[src/rtl/fetch_pkg.sv]
// fetch_pkg: shared defaults and types for the instruction fetch stage.
//   DEFAULT_ADDR_WIDTH / DEFAULT_DATA_WIDTH / DEFAULT_DEPTH : parameter defaults
//   fetch_entry_t : prefetch FIFO entry {pc, data} at the default widths
//   count_width() : width of an occupancy counter able to hold 0..depth
package fetch_pkg;

    localparam int DEFAULT_ADDR_WIDTH = 7;
    localparam int DEFAULT_DATA_WIDTH = 32;
    localparam int DEFAULT_DEPTH      = 4;

    typedef struct packed {
        logic [DEFAULT_ADDR_WIDTH-1:0] pc;
        logic [DEFAULT_DATA_WIDTH-1:0] data;
    } fetch_entry_t;

    function automatic int count_width(input int depth);
        return $clog2(depth) + 1;
    endfunction

endpackage

[src/rtl/fetch_fifo.sv]
// fetch_fifo: small synchronous show-ahead FIFO for prefetched instructions.
// Ports:
//   clk, rst_n   : clock, asynchronous active-low reset
//   push         : write push_entry at the tail this cycle
//   push_entry   : entry to write
//   pop          : drop the head entry this cycle (ignored when empty)
//   flush        : discard all entries; overrides push and pop
//   count        : current occupancy (0..DEPTH)
//   head         : oldest entry, valid whenever count != 0
module fetch_fifo
    import fetch_pkg::*;
#(
    parameter int DEPTH       = DEFAULT_DEPTH,
    parameter int ENTRY_WIDTH = $bits(fetch_entry_t)
) (
    input  logic                          clk,
    input  logic                          rst_n,
    input  logic                          push,
    input  logic [ENTRY_WIDTH-1:0]        push_entry,
    input  logic                          pop,
    input  logic                          flush,
    output logic [count_width(DEPTH)-1:0] count,
    output logic [ENTRY_WIDTH-1:0]        head
);

    localparam int PTR_W = $clog2(DEPTH);
    localparam int CW    = count_width(DEPTH);

    logic [ENTRY_WIDTH-1:0] mem_reg [DEPTH];
    logic [PTR_W-1:0]       wr_ptr_reg;
    logic [PTR_W-1:0]       rd_ptr_reg;
    logic [CW-1:0]          count_reg;
    logic                   pop_ok;

    assign pop_ok = pop && (count_reg != '0);

    // Storage carries no reset: occupancy alone decides what is valid.
    always_ff @(posedge clk) begin
        if (push && !flush) begin
            mem_reg[wr_ptr_reg] <= push_entry;
        end
    end

    always_ff @(posedge clk or negedge rst_n) begin
        if (!rst_n) begin
            wr_ptr_reg <= '0;
            rd_ptr_reg <= '0;
            count_reg  <= '0;
        end else if (flush) begin
            wr_ptr_reg <= '0;
            rd_ptr_reg <= '0;
            count_reg  <= '0;
        end else begin
            if (push) begin
                wr_ptr_reg <= wr_ptr_reg + PTR_W'(1);
            end
            if (pop_ok) begin
                rd_ptr_reg <= rd_ptr_reg + PTR_W'(1);
            end
            case ({push, pop_ok})
                2'b10:   count_reg <= count_reg + CW'(1);
                2'b01:   count_reg <= count_reg - CW'(1);
                default: count_reg <= count_reg;
            endcase
        end
    end

    assign count = count_reg;
    assign head  = mem_reg[rd_ptr_reg];

endmodule

[src/rtl/fetch_unit.sv]
// fetch_unit: instruction fetch stage between a synchronous ROM (1-cycle read
// latency) and the CPU core. Issues word addresses, buffers returned words with
// their PCs in a prefetch FIFO and hands them to the core over valid/ready.
// Ports:
//   clk, rst_n                  : clock, asynchronous active-low reset
//   rom_addr / rom_q            : ROM address out, data back one cycle later
//   instr_valid/data/pc, ready  : head-of-FIFO handshake towards the core
//   redirect_valid, redirect_pc : PC change request; flushes all prefetched work
//   halted                      : LAST_PC issued and no redirect since
// Optional build macro FETCH_PERF_CNT_EN adds:
//   perf_fetched : accepted handshakes, perf_flushes : redirects (both wrap at 2**32)
module fetch_unit
    import fetch_pkg::*;
#(
    parameter int                    ADDR_WIDTH = DEFAULT_ADDR_WIDTH,
    parameter int                    DATA_WIDTH = DEFAULT_DATA_WIDTH,
    parameter int                    DEPTH      = DEFAULT_DEPTH,
    parameter logic [ADDR_WIDTH-1:0] LAST_PC    = {ADDR_WIDTH{1'b1}}
) (
    input  logic                  clk,
    input  logic                  rst_n,
    output logic [ADDR_WIDTH-1:0] rom_addr,
    input  logic [DATA_WIDTH-1:0] rom_q,
    output logic                  instr_valid,
    output logic [DATA_WIDTH-1:0] instr_data,
    output logic [ADDR_WIDTH-1:0] instr_pc,
    input  logic                  instr_ready,
    input  logic                  redirect_valid,
    input  logic [ADDR_WIDTH-1:0] redirect_pc,
    output logic                  halted
`ifdef FETCH_PERF_CNT_EN
    ,
    output logic [31:0]           perf_fetched,
    output logic [31:0]           perf_flushes
`endif
);

    localparam int CW = count_width(DEPTH);

    typedef struct packed {
        logic [ADDR_WIDTH-1:0] pc;
        logic [DATA_WIDTH-1:0] data;
    } entry_t;

    logic [ADDR_WIDTH-1:0] pc_reg;
    logic [ADDR_WIDTH-1:0] inflight_pc_reg;
    logic                  inflight_reg;
    logic                  halted_reg;

    logic [CW-1:0]         fifo_count;
    logic [CW:0]           credits_used;
    logic                  pc_beyond_last;
    logic                  issue;
    logic                  push;
    logic                  pop;
    entry_t                push_entry;
    entry_t                head_entry;

    // Widened compare keeps it meaningful when LAST_PC is the top address.
    assign pc_beyond_last = {1'b0, pc_reg} > {1'b0, LAST_PC};

    // Every buffered word and the one in flight hold a FIFO slot, so a
    // returning word always finds room.
    assign credits_used = {1'b0, fifo_count} + {{CW{1'b0}}, inflight_reg};

    assign issue = !halted_reg && !redirect_valid && !pc_beyond_last &&
                   (credits_used < (CW+1)'(DEPTH));

    assign push = inflight_reg && !redirect_valid;
    assign pop  = instr_valid && instr_ready && !redirect_valid;

    assign push_entry = '{pc: inflight_pc_reg, data: rom_q};

    fetch_fifo #(
        .DEPTH       (DEPTH),
        .ENTRY_WIDTH ($bits(entry_t))
    ) u_fifo (
        .clk        (clk),
        .rst_n      (rst_n),
        .push       (push),
        .push_entry (push_entry),
        .pop        (pop),
        .flush      (redirect_valid),
        .count      (fifo_count),
        .head       (head_entry)
    );

    always_ff @(posedge clk or negedge rst_n) begin
        if (!rst_n) begin
            pc_reg          <= '0;
            inflight_pc_reg <= '0;
            inflight_reg    <= 1'b0;
            halted_reg      <= 1'b0;
        end else if (redirect_valid) begin
            pc_reg       <= redirect_pc;
            inflight_reg <= 1'b0;
            halted_reg   <= 1'b0;
        end else begin
            inflight_reg <= issue;
            if (issue) begin
                inflight_pc_reg <= pc_reg;
                // PC parks on LAST_PC rather than wrapping to 0.
                if (pc_reg == LAST_PC) begin
                    halted_reg <= 1'b1;
                end else begin
                    pc_reg <= pc_reg + ADDR_WIDTH'(1);
                end
            end else if (pc_beyond_last) begin
                halted_reg <= 1'b1;
            end
        end
    end

`ifdef FETCH_PERF_CNT_EN
    logic [31:0] perf_fetched_reg;
    logic [31:0] perf_flushes_reg;

    always_ff @(posedge clk or negedge rst_n) begin
        if (!rst_n) begin
            perf_fetched_reg <= '0;
            perf_flushes_reg <= '0;
        end else begin
            if (pop) begin
                perf_fetched_reg <= perf_fetched_reg + 32'd1;
            end
            if (redirect_valid) begin
                perf_flushes_reg <= perf_flushes_reg + 32'd1;
            end
        end
    end

    assign perf_fetched = perf_fetched_reg;
    assign perf_flushes = perf_flushes_reg;
`endif

    assign rom_addr    = pc_reg;
    assign instr_valid = (fifo_count != '0);
    assign instr_data  = head_entry.data;
    assign instr_pc    = head_entry.pc;
    assign halted      = halted_reg;

endmodule
[config.mk]
export PLATFORM = sky130hd
export DESIGN_NAME = fetch_unit
export DESIGN_NICKNAME = d
export VERILOG_FILES = /design/src/rtl/fetch_pkg.sv /design/src/rtl/fetch_fifo.sv /design/src/rtl/fetch_unit.sv
export SDC_FILE = /design/constraint.sdc
export NUM_CORES = 1
export LEC_CHECK = 0
export ABC_AREA = 1
export BUFFER_PORTS_ARGS = -buffer_cell sky130_fd_sc_hd__buf_2
export CORE_ASPECT_RATIO = 1.4
export CORE_MARGIN = 8
export CORE_UTILIZATION = 56
export DETAILED_ROUTE_END_ITERATION = 16
export GPL_TIMING_DRIVEN = 0
export HOLD_SLACK_MARGIN = 0.15
export PLACE_DENSITY = 0.82
export SLEW_MARGIN = 20
export SYNTH_ARGS = -nofsm -noshare
export SYNTH_HDL_FRONTEND = slang
export SYNTH_SLANG_ARGS = --single-unit
export TNS_END_PERCENT = 20
[constraint.sdc]
create_clock -name clk -period 3 [get_ports clk]
set_input_delay 0.15 -clock clk [delete_from_list [all_inputs] [get_ports clk]]
set_output_delay 0.15 -clock clk [all_outputs]
set_load 0.005 [all_outputs]
**Word level (Yosys, flattened, before mapping)**

Memories as Yosys holds them, arrays and structs flattened.
Cells that the tools add are included.

- Memory bits (writable): 156
- Register bits: 23
- Memories: 1
- Output and inout port bits: 48
- Word-level logic and storage cells: 53
- Bits of input ports: 43

Memory list:

| memory | words | width | rd ports | clocked after memory_dff | wr ports | line | RTL |
|---|---|---|---|---|---|---|---|
| u_fifo.mem_reg | 4 | 39 | 1 | 0 | 1 | fetch_fifo.sv:29 | `logic [ENTRY_WIDTH-1:0] mem_reg [DEPTH];` |

- Muxes and demuxes: 15
- Bitwise logic cells: 1
- Equality and inequality tests: 4
- Reduce and logical (&&, ||, !) cells: 18
- $lt $le $gt $ge: 1
- Add/sub/neg operators: 6

Operators by type and width:

| cell | count |
|---|---|
| $mux W7 | 3 |
| $mux W2 | 4 |
| $reduce_bool A2 Y1 | 4 |
| $add A7 B1 Y7 const B | 1 |
| $eq A7 B7 Y1 const B | 1 |
| $logic_and A1 B1 Y1 | 7 |
| $mux W1 | 6 |
| $pmux W3 S2 | 1 |
| $reduce_and A2 Y1 | 3 |
| $reduce_bool A3 Y1 | 2 |
| $add A2 B1 Y2 const B | 2 |
| $add A3 B1 Y4 | 1 |
| $lt A4 B3 Y1 const B | 1 |
| $add A3 B1 Y3 const B | 1 |
| $mux W3 | 1 |
| $sub A3 B1 Y3 const B | 1 |
| $eq A2 B1 Y1 const B | 1 |
| $eq A2 B2 Y1 const B | 1 |
| $logic_not A1 Y1 | 2 |
| $ne A2 B2 Y1 const B | 1 |
| $not A1 Y1 | 1 |

**Logic depth before layout (Yosys ltp)**

Gate-level depths: netlist of the first run.

- Depth in word-level cells: 7
- Gate-level depth with buffers: 11
- Depth with buffers taken out: 11

**By module**

Synthesis of the first run repeated with hierarchy kept, for this count alone.

- Cells, all modules: 556
- Area, all modules: 7180.6 um2

By module, submodules not included:

| module | area an instance (um2) | sequential area each (um2) | instances | cells each |
|---|---|---|---|---|
| fetch_fifo | 6308.6 | 4859.7 | 1 | 439 |
| fetch_unit | 872.1 | 400.4 | 1 | 117 |

**Worst setup path after synthesis of the first run**

OpenSTA, ideal clock, no wires.

- Path kind: register to register
- From: reg u_fifo.wr_ptr_reg[0]
- To: mem u_fifo.mem_reg[2][0] in the netlist's numbering (enable)
- Cell stages (with the launch flop): 5
- Period minus slack after synthesis: 2729 ps
- Arrival: 2294 ps
- Buffers on the path: 0
- Setup slack: 271 ps
- Library setup time: 435 ps
- Cell sequence: dfrtp_1 inv_1 ha_1 inv_1 nor2_1

RTL lines:

| what | line | RTL |
|---|---|---|
| start, declared | fetch_fifo.sv:30 | `logic [PTR_W-1:0] wr_ptr_reg;` |
| start signal, assigned | fetch_fifo.sv:55 | `wr_ptr_reg <= wr_ptr_reg + PTR_W'(1);` |
| end, declared | fetch_fifo.sv:29 |  |

No word-level cell before the write port.

**Worst setup path in the final report of the first run**

- From: reg u_fifo.rd_ptr_reg[1]
- To: out instr_data[4]

- Cells in the longest elaborated chain, start to end: 1

RTL lines:

| what | line | RTL |
|---|---|---|
| start, declared | fetch_fifo.sv:31 | `logic [PTR_W-1:0] rd_ptr_reg;` |
| start signal, assigned | fetch_fifo.sv:58 | `rd_ptr_reg <= rd_ptr_reg + PTR_W'(1);` |
| $mem_v2 Z4 W39 | -- |  |
| end, declared | fetch_unit.sv:25 | `output logic [DATA_WIDTH-1:0] instr_data,` |

No other way between the ends.

==> results.toml, run 1 <==
[synth]
synthesis.area_per_instance_um2 = 13.0
yosys.area_share.simple_pct = 10.2
syn_nets = 596
compound_gate_portion_of_the_synthesized_area_pct = 10.8
synth.area.mux_share_pct = 0
yosys_warnings = 0
post_synthesis_async_set_or_reset_flop_share_pct = 12.8
synth_enable_flop_cells = 156
yosysTopAreaCellShare_pct = 65.9
post_synth_instance_area_um2 = 7110
postSynth.topFlopCell = "sky130_fd_sc_hd__edfxtp_1"
yosys.area_share.xor_xnor_pct = 0.246
post_synth_inst_count = 547
biggest_area_contributors_in_the_synthesized_netlist = "sky130_fd_sc_hd__edfxtp_1, sky130_fd_sc_hd__dfrtp_1, sky130_fd_sc_hd__o21ai_0, sky130_fd_sc_hd__nor2_1, sky130_fd_sc_hd__o22ai_1"
netlist_top_cells_count = "sky130_fd_sc_hd__edfxtp_1, sky130_fd_sc_hd__nor2_1, sky130_fd_sc_hd__o21ai_0"
yosys.area.top_type = "sky130_fd_sc_hd__edfxtp_1"
netlist-cell-type-count = 31
synth.ff_latch_count = 179
synthAdderAreaFrac_pct = 1.16
synth.most_common_cell = "sky130_fd_sc_hd__edfxtp_1"
main_combinational_cell_family_by_area_after_synthesis = "compound AO/OA/AOI/OAI gates"
synth.yosys.seq_area_share_pct = 74.0

[setup_path]
nature_of_the_critical_path_endpoint = "output pin"
critical_path_arrival_ns = 2.01
largest_stage_delay_worst_path_ns = 0.43
timing.critical_path.cells = "inv_1 > buf_1 > o21ai_0 > o22ai_1 > buf_2"
worst_setup_path_start_kind = "register"
timing.critical_path.from = "u_fifo.rd_ptr_reg[1]$_DFFE_PN0P_"
critical_path_class = "register to output pin"
path_max_fanout = 10
reg2reg_from = "u_fifo.wr_ptr_reg[0]$_DFFE_PN0P_"
r2r.worst_path.cells = 5
critPathSlowestCell = "sky130_fd_sc_hd__dfrtp_1"
critPathRequiredTime_ns = 2.85

[grt]
grt_pass1_vias = 5275
grt_first_pass_wirelength_mm = 26.0
grt_max_degree = 24
grtUsageTotal_pct = 19.8
antenna_found_initial = 0
grt_total_ovfl = 0

[die]
core-area_um2 = 12400
die-width_um = 111
initial_core_util_pct = 57.4
floorplan.die.height_um = 149
die_area_um2 = 16600
fp-row-count = 48
design.portCount = 91

[clocking]
cts_repair_resize_count = 0
cts_tree = "yes"
clkSinkCount = 179
ctsRootBufferMaster = "sky130_fd_sc_hd__clkbuf_16"
clk_pin_slew_ns = 0.07
ctsHtreeMaxLevel = 4
tritoncts.num_buffers = 17
clockBufferDepth = 2
clk-insertion-delay-late_ns = 0.43

[route]
first_iter_violations = 447
drt-vias-per-instance = 5.77
detail_route.drc_violations = 0
detailroute.via_count = 4981
route.detailed.wl_per_inst_um = 19.0
final_antenna_net_count = 0
drt_first_pass_iters = 5
detail_route.wirelength_mm = 16.4

[timing]
setup_viol_count_final = 0
report.final.hold_viol_count = 0
worstMarginPinSlew_ns = 0.741
min_period_ns = 2.16
drv_slew = 0
max-slew-margin-rel_pct = 50.5
timing.final.crit_share_pct = 72.0
timing.setup.tns_ns = 0
fmax_ghz = 0.463
clock_skew_ns = 0.00892
grt_setup_unrepaired = "no"
setup_slack_ns = 0.839

[pwr]
p_per_area_nw_per_um2 = 815
p_leak_uw = 0.00337
ir_worst_vdd_uv = 522

[outcome]
result_of_the_run = "finished clean"

[final_layout]
largest_reg_flops = 156
number_of_nets_in_the_layout = 750
syn2layout_area_growth_pct = 25.1
final_layout_size_suffix_gt1_share_pct = 24.8
antenna_diode_count = 0

[placed_design]
gp_routability_congestion = 0.846
dp_worst_setup_slack_ns = 0.886
hpwlAfterDp_mm = 10.6
numPortBuffers = 90

[hold_path]
worstHoldPathCells = 4
min_from = "redirect_valid"
holdCritPathClass = "input pin to register"

[job]
maxCapViolations = 0
==> routing by layer <==
layer | vias to the layer above | part of all wire (%) | track usage (%)
met3 | 28 | 6.4 | 5.43
met4 | 0 | 1.3 | 6.82
met2 | 221 | 55 | 37.2
met5 | - | 0 | 0
li1 | 2286 | - | -
met1 | 2446 | 37 | 20.7
==> cell families (layout without fill, tap and decap cells) <==
| logic type | Yosys count | count (layout) |
|---|---|---|
| compound gates | 139 | 139 |
| xor+xnor | 2 | 2 |
| fa+ha+maj | 6 | 6 |
| buf+inv | 54 | 221 |
| flops | 179 | 179 |
| simple gates | 167 | 167 |
==> cell usage in the layout, fill, tap and decap left out, types with 2 or more instances in the layout <==
cell                            synthesis  routed
sky130_fd_sc_hd__dlygate4sd3_1          0      41
sky130_fd_sc_hd__buf_1                  2       2
sky130_fd_sc_hd__nor2_4                 1       5
sky130_fd_sc_hd__o21ai_2                5       5
sky130_fd_sc_hd__nor2_2                 2       2
sky130_fd_sc_hd__clkbuf_2               2       2
sky130_fd_sc_hd__ha_1                   5       5
sky130_fd_sc_hd__buf_16                 0       3
sky130_fd_sc_hd__inv_6                  1       5
sky130_fd_sc_hd__o21ai_0               80      80
sky130_fd_sc_hd__dfrtp_1               23      23
sky130_fd_sc_hd__buf_2                 12     102
sky130_fd_sc_hd__buf_4                  2       2
sky130_fd_sc_hd__buf_6                  3       3
sky130_fd_sc_hd__clkinv_4               0       4
sky130_fd_sc_hd__nand3_2                3       3
sky130_fd_sc_hd__o21ai_1               12      12
sky130_fd_sc_hd__nand2_2                9       9
sky130_fd_sc_hd__nand3_1               14      14
sky130_fd_sc_hd__clkbuf_16              0      18
sky130_fd_sc_hd__a21oi_1                2       2
sky130_fd_sc_hd__inv_1                 19      19
sky130_fd_sc_hd__inv_4                  1       2
sky130_fd_sc_hd__clkbuf_1               8       8
sky130_fd_sc_hd__nand4_1                2       2
sky130_fd_sc_hd__nand2_1               48      48
sky130_fd_sc_hd__xnor2_1                2       2
sky130_fd_sc_hd__inv_2                  4       4
sky130_fd_sc_hd__edfxtp_1             156     156
sky130_fd_sc_hd__nor2_1                86      82
sky130_fd_sc_hd__o22ai_1               39      39
==> path summary, 6_finish.rpt <==
kind / end / slack (ns)
worst max-delay path: instr_data[4] / 0.84
worst min-delay path: u_fifo.wr_ptr_reg[1]$_DFFE_PN0P_ / 0.18
max in group asynchronous: u_fifo.rd_ptr_reg[1]$_DFFE_PN0P_ / 2.43
worst max register to register: u_fifo.mem_reg[0][23]$_DFFE_PP_ / 1.09
worst min register to register: u_fifo.mem_reg[3][34]$_DFFE_PP_ / 0.52
min in group asynchronous: rom_addr[2]$_DFFE_PN0P_ / 0.22
==> critical path: cells and delay by family (launching register included) <==
kind | cells | cell delay [ns]
buf+inv | 3 | 0.73
compound gates | 2 | 0.42
flops | 1 | 0.43
==> timing repair <==
action,4_1_cts,5_1_grt
hold buffers,41,0
endpoints found under the hold margin,159,0
endpoints found under the setup margin,0,0
setup buffers,0,0
==> layout make-up <==
type	instances	area, um^2
Sequential cell	179	5260
Timing Repair Buffer	135	963
Fill cell	764	3480
Clock buffer	19	464
Inverter	25	101
Tap cell	150	188
Multi-Input combinational cell	314	1620
Clock inverter	13	139
Buffer	29	156
==> through the flow <==
| stage | hold WS (ns) | power (uW) | cell area (um^2) | cells | utilization, % |
|---|---|---|---|---|---|
| 3_3_place_gp | 0.151 | 4910 | 7740 | 787 | 62.6 |
| 6_report | 0.182 | 7250 | 8890 | 864 | 71.9 |
| 3_5_place_dp | 0.157 | 5030 | 7880 | 791 | 63.7 |
| 5_1_grt | 0.196 | 7570 | 8890 | 864 | 71.9 |
| 4_1_cts | 0.168 | 7250 | 8890 | 864 | 71.9 |
| 2_1_floorplan | -0.146 | 4230 | 7110 | 547 | - |
==> power by group <==
group	total, uW	switching, uW	internal [uW]
combinational	1840	1140	698
sequential	3190	171	3020
clock	2220	974	1240
total	7250	2290	4960
(Power assumes the default switching activity.)
==> inputs of run 2 (changes only) <==
Settings changed: CORE_UTILIZATION 56 to 52, PLACE_DENSITY 0.82 to 0.8.
Clock period 3 ns to 1.8 ns, I/O delays scaled along.
==> results.toml, run 2 (synthesized netlist as in run 1, its figures left out) <==
[outcome]
result_of_the_run = "complete, but fails checks"
failed_checks = "setup timing"

[clocking]
clk-insertion-delay-late_ns = 0.42
ctsRootBufferMaster = "sky130_fd_sc_hd__clkbuf_16"
clkSinkCount = 179
clockBufferDepth = 2
ctsHtreeMaxLevel = 4
clk_pin_slew_ns = 0.07
tritoncts.num_buffers = 17
cts_tree = "yes"

[die]
die_area_um2 = 17700
core-area_um2 = 13400
initial_core_util_pct = 53.1
fp-row-count = 50
floorplan.die.height_um = 154
design.portCount = 91
die-width_um = 115

[final_layout]
layout_commonest_cell = "sky130_fd_sc_hd__edfxtp_1"
syn2layout_area_growth_pct = 31.7
number_of_nets_in_the_layout = 768
finish.cell_count_without_fillers = 914
finalInstanceArea_um2 = 9360
layout_common_cells = "sky130_fd_sc_hd__edfxtp_1, sky130_fd_sc_hd__buf_2, sky130_fd_sc_hd__nor2_1, sky130_fd_sc_hd__o21ai_0, sky130_fd_sc_hd__nand2_1"
final_layout_size_suffix_gt1_share_pct = 30.5
antenna_diode_count = 0
largest_reg_flops = 156
nFillCells = 905

[grt]
top_usage_layer = "met2"
grt_total_ovfl = 0
grt_first_pass_wirelength_mm = 28.1
grtUsageTotal_pct = 20.8
globalRouteMet2Util_pct = 37.5
grt_max_degree = 24
groute.layer.met3.usage_pct = 5.30
antenna_found_initial = 0
grt_pass1_vias = 5448
met1_track_demand_over_resource_pct = 22.5

[placed_design]
post_place_cell_area_um2 = 7930
hpwlAfterDp_mm = 10.6
numPortBuffers = 90
dp.cells = 823
gp_routability_congestion = 0.782
dp_worst_setup_slack_ns = -0.247

[timing]
timing.setup.tns_ns = -1.89
max-slew-margin-rel_pct = 48.6
fmax_ghz = 0.531
setup_viol_count_final = 43
report.final.hold_viol_count = 0
setup_slack_ns = -0.0823
worstMarginPinSlew_ns = 0.770
clock_skew_ns = 0.00811
drv_slew = 0
min_period_ns = 1.88
grt_setup_unrepaired = "yes"
timing.final.crit_share_pct = 105

[route]
first_iter_violations = 399
detail_route.wirelength_mm = 18.3
detailroute.via_count = 5173
drt-vias-per-instance = 5.66
detail_route.drc_violations = 0
route.detailed.wl_per_inst_um = 20.0
final_antenna_net_count = 0
drt_first_pass_iters = 5

[setup_path]
r2r_setup_slack_ns = -0.08
worst_setup_path_start_kind = "register"
nature_of_the_critical_path_endpoint = "register"
reg2reg_from = "u_fifo.wr_ptr_reg[1]$_DFFE_PN0P_"
largest_stage_delay_worst_path_ns = 0.56
rr_endpoint = "u_fifo.mem_reg[1][3]$_DFFE_PP_"
critical_path_arrival_ns = 2.01
critPathSlowestCell = "sky130_fd_sc_hd__nor2_4"
critPathRequiredTime_ns = 1.92
critPathBufInv = 3
path_max_fanout = 20
timing.critical_path.cells = "inv_1 > ha_1 > inv_1 > nor2_4 > buf_16"
critical_path_class = "register to register"
crit_top_cell = "sky130_fd_sc_hd__inv_1"
r2r.worst_path.cells = 5
delay_heaviest_family_cp = "simple AND/OR/NAND/NOR gates"

[pwr]
p_leak_uw = 0.00357
p_per_area_nw_per_um2 = 1380
ir_worst_vdd_uv = 741
finalPower_uw = 12900

[hold_path]
holdCritPathClass = "input pin to asynchronous set/reset pin"

[job]
maxCapViolations = 0
## run 2: changes by cell type in the layout (fill, tap and decap cells not counted), moves of 7 or more
| cell | change |
|---|---|
| sky130_fd_sc_hd__o21ai_1 | +15 |
| sky130_fd_sc_hd__clkbuf_1 | -7 |
| sky130_fd_sc_hd__buf_4 | +11 |
| sky130_fd_sc_hd__nor2_2 | +7 |
| sky130_fd_sc_hd__o21ai_0 | -21 |
| sky130_fd_sc_hd__o22ai_2 | +7 |
| sky130_fd_sc_hd__o22ai_1 | -7 |
## run 2: per-stage QoR
stage | hold slack, ns | util (%)
after detailed placement | 0.101 | 59.2
final | 0.164 | 69.9
after CTS | 0.164 | 68.9
after global routing | 0.197 | 69.9
after global placement | 0.0930 | 58.3
after floorplan | -0.206 | -
## run 2: worst max-delay path by stage
| stage | start | end | cells after the start | slack [ns] |
|---|---|---|---|---|
| after detailed placement | redirect_valid | u_fifo.mem_reg[3][12]$_DFFE_PP_ | 6 | -0.25 |
| after global routing | u_fifo.count[0]$_DFFE_PN0P_ | u_fifo.count[2]$_DFFE_PN0P_ | 11 | -0.18 |
| after floorplan | u_fifo.wr_ptr_reg[0]$_DFFE_PN0P_ | u_fifo.mem_reg[0][0]$_DFFE_PP_ | 4 | -0.29 |
| final | u_fifo.wr_ptr_reg[1]$_DFFE_PN0P_ | u_fifo.mem_reg[1][3]$_DFFE_PP_ | 5 | -0.08 |
| after global placement | redirect_valid | u_fifo.mem_reg[3][12]$_DFFE_PP_ | 5 | -1.12 |
| after CTS | u_fifo.wr_ptr_reg[0]$_DFFE_PN0P_ | u_fifo.mem_reg[2][0]$_DFFE_PP_ | 5 | -0.11 |
## run 2: layout make-up
cell class | instances | area, um^2 | share of cell area, %
Clock buffer | 18 | 429 | 4.58
Timing Repair Buffer | 151 | 1190 | 12.8
Multi-Input combinational cell | 316 | 1730 | 18.5
Sequential cell | 179 | 5260 | 56.2
Inverter | 25 | 106 | 1.14
Buffer | 29 | 248 | 2.65
Clock inverter | 14 | 161 | 1.72
Tap cell | 182 | 228 | 2.43
## run 2: power breakdown
group          switching [uW]  internal [uW]
logic                    2150           1650
registers                 313           5040
clock network            1540           2180
## run 2: metal layers
layer	share of wire, %	up-vias
li1	-	2327
met1	38	2577
met2	54	242
met3	6.5	27
met4	1.7	0
met5	0	-
## run 2: worst register-to-register path, stage by stage (launching register included)
cell and delay, ns:
sky130_fd_sc_hd__dfrtp_1 0.40, sky130_fd_sc_hd__inv_1 0.11, sky130_fd_sc_hd__ha_1 0.17, sky130_fd_sc_hd__inv_1 0.07, sky130_fd_sc_hd__nor2_4 0.56, sky130_fd_sc_hd__buf_16 0.26
## run 2: what timing repair did
item | in CTS | in global routing
endpoints found under the hold margin | 161 | 0
cloned | 3 | 2
hold buffers | 46 | 0
gates resized for setup | 50 | 44
endpoints found under the setup margin | 120 | 122
pin swaps | 10 | 12
buffers inserted | 7 | 1
==> inputs of run 3 (changes only) <==
Settings changed: CORE_UTILIZATION 52 to 31, PLACE_DENSITY 0.8 to not set.
==> results.toml, run 3 (synthesized netlist as in run 1, its figures left out) <==
[outcome]
result_of_the_run = "finished clean"

[route]
detail_route.drc_violations = 0
route.detailed.wl_per_inst_um = 16.6
detailroute.via_count = 4706
detail_route.wirelength_mm = 17.1
first_iter_violations = 232
drt_first_pass_iters = 4
drt-vias-per-instance = 4.56
final_antenna_net_count = 0

[placed_design]
gp_routability_congestion = 0.758
hpwlAfterDp_mm = 11.1
post_place_cell_area_um2 = 8110
numPortBuffers = 90

[setup_path]
critical_path_class = "register to output pin"
largest_stage_delay_worst_path_ns = 0.41
path_max_fanout = 8
rr_endpoint = "u_fifo.rd_ptr_reg[1]$_DFFE_PN0P_"
critPathSlowestCell = "sky130_fd_sc_hd__dfrtp_1"
timing.critical_path.from = "u_fifo.rd_ptr_reg[0]$_DFFE_PN0P_"
r2r_setup_slack_ns = 0.09
timing.critical_path.to = "instr_data[6]"
worst_setup_path_start_kind = "register"
nature_of_the_critical_path_endpoint = "output pin"
critPathRequiredTime_ns = 1.71
timing.critical_path.cells = "buf_6 > inv_8 > buf_12 > buf_12 > o21ai_0 > o22ai_1 > buf_2"
reg2reg_from = "u_fifo.rd_ptr_reg[0]$_DFFE_PN0P_"
crit_top_cell = "sky130_fd_sc_hd__buf_12"
r2r.worst_path.cells = 6
critical_path_arrival_ns = 1.71

[grt]
grt_first_pass_wirelength_mm = 26.8
grt_total_ovfl = 0
antenna_found_initial = 1
grt_pass1_vias = 4852
grt_max_degree = 24
grtUsageTotal_pct = 12.6

[die]
design.portCount = 91
core-area_um2 = 22500
die_area_um2 = 28100
floorplan.die.height_um = 195
fp-row-count = 65
die-width_um = 144
initial_core_util_pct = 31.5

[final_layout]
largest_reg_flops = 156
syn2layout_area_growth_pct = 33.8
finalInstanceArea_um2 = 9510
final_layout_size_suffix_gt1_share_pct = 30.4
layout_commonest_cell = "sky130_fd_sc_hd__edfxtp_1"
number_of_nets_in_the_layout = 766
layout_common_cells = "sky130_fd_sc_hd__edfxtp_1, sky130_fd_sc_hd__buf_2, sky130_fd_sc_hd__nor2_1, sky130_fd_sc_hd__o21ai_0, sky130_fd_sc_hd__nand2_1"

[timing]
grt_setup_unrepaired = "yes"
worstMarginPinSlew_ns = 0.550
max-slew-margin-rel_pct = 63.3
min_period_ns = 1.80
drv_slew = 0
fmax_ghz = 0.556
timing.setup.tns_ns = 0
timing.final.crit_share_pct = 99.9
setup_viol_count_final = 0
report.final.hold_viol_count = 0
clock_skew_ns = 0.00899

[pwr]
p_per_area_nw_per_um2 = 1330
power_frac_comb_pct = 28.8
internal_power_uw = 8790
power.clock.fraction_pct = 29.0
power.share.sequential_pct = 42.2
ir_worst_vdd_uv = 797
power.net_switching_uw = 3840
p_leak_uw = 0.00355
switching_share_pct = 30.4

[hold_path]
holdCritPathClass = "input pin to register"

[clocking]
ctsHtreeMaxLevel = 4
tritoncts.num_buffers = 17
clockBufferDepth = 2
ctsRootBufferMaster = "sky130_fd_sc_hd__clkbuf_16"
clkSinkCount = 179
clk-insertion-delay-late_ns = 0.41
clk_pin_slew_ns = 0.06
cts_tree = "yes"

[job]
maxCapViolations = 0
## run 3: worst max-delay path: cells and delay by family, from the launching register on
family	cells	cell delay, ns
AOI/OAI and AO/OA	2	0.25
buffers and inverters	5	0.63
DFF	1	0.41
## run 3: repair_timing
| item | in CTS | in global routing |
|---|---|---|
| gates resized for setup | 59 | 33 |
| pin swaps | 14 | 16 |
| setup endpoints to repair | 81 | 62 |
| hold endpoints to repair | 161 | 0 |
| cloned | 2 | 0 |
| setup buffers | 4 | 4 |
| hold buffers | 46 | 0 |
## run 3: per-layer routing
metal	share of wire, %	vias to the layer above	global-route usage, %	wire length (um)
li1	-	2310	-	-
met1	42	2285	14.5	7130
met5	0	-	0	0
met2	53	96	22.3	9070
met3	4.1	15	2.88	697
met4	1.2	0	4.18	206
## run 3: worst min-delay path by stage
stage | start | depth (start not counted) | slack, ns | end
floorplan | rst_n | 0 | -0.21 | halted$_DFFE_PN0P_
global placement | rst_n | 1 | 0.10 | rom_addr[2]$_DFFE_PN0P_
detailed placement | rst_n | 1 | 0.11 | rom_addr[2]$_DFFE_PN0P_
CTS | redirect_valid | 5 | 0.16 | u_fifo.rd_ptr_reg[0]$_DFFE_PN0P_
global route | redirect_valid | 5 | 0.20 | inflight_pc_reg[1]$_DFFE_PN0P_
finish | redirect_valid | 5 | 0.18 | u_fifo.rd_ptr_reg[0]$_DFFE_PN0P_
## run 3: layout make-up
type	count	area, um^2
Antenna cell	1	2.50
Buffer	29	249
Clock buffer	18	429
Clock inverter	14	161
Fill cell	2094	13000
Inverter	25	106
Multi-Input combinational cell	314	1740
Sequential cell	179	5260
Tap cell	301	377
Timing Repair Buffer	151	1180
## run 3: metrics by stage
| stage | total power (uW) | hold slack, ns | instances | utilization [%] | worst slack (ns) |
|---|---|---|---|---|---|
| final | 12600 | 0.177 | 1032 | 42.2 | 0.000909 |
| after global routing | 13400 | 0.197 | 1032 | 42.2 | -0.0765 |
| after CTS | 12800 | 0.161 | 1028 | 41.9 | -0.0659 |
| after detailed placement | 8540 | 0.112 | 944 | 36.0 | -0.264 |
| after global placement | 8420 | 0.103 | 938 | 35.3 | -1.29 |
| after floorplan | 7050 | -0.206 | 547 | - | -0.291 |
## run 3: power by group through the flow
stage / Clock, uW / Sequential, uW / Combinational [uW]
floorplan: 0 / 5330 / 1720
CTS: 3760 / 5330 / 3660
global route: 3940 / 5380 / 4050
finish: 3660 / 5320 / 3640
global placement: 0 / 5400 / 3020
detailed placement: 0 / 5400 / 3140
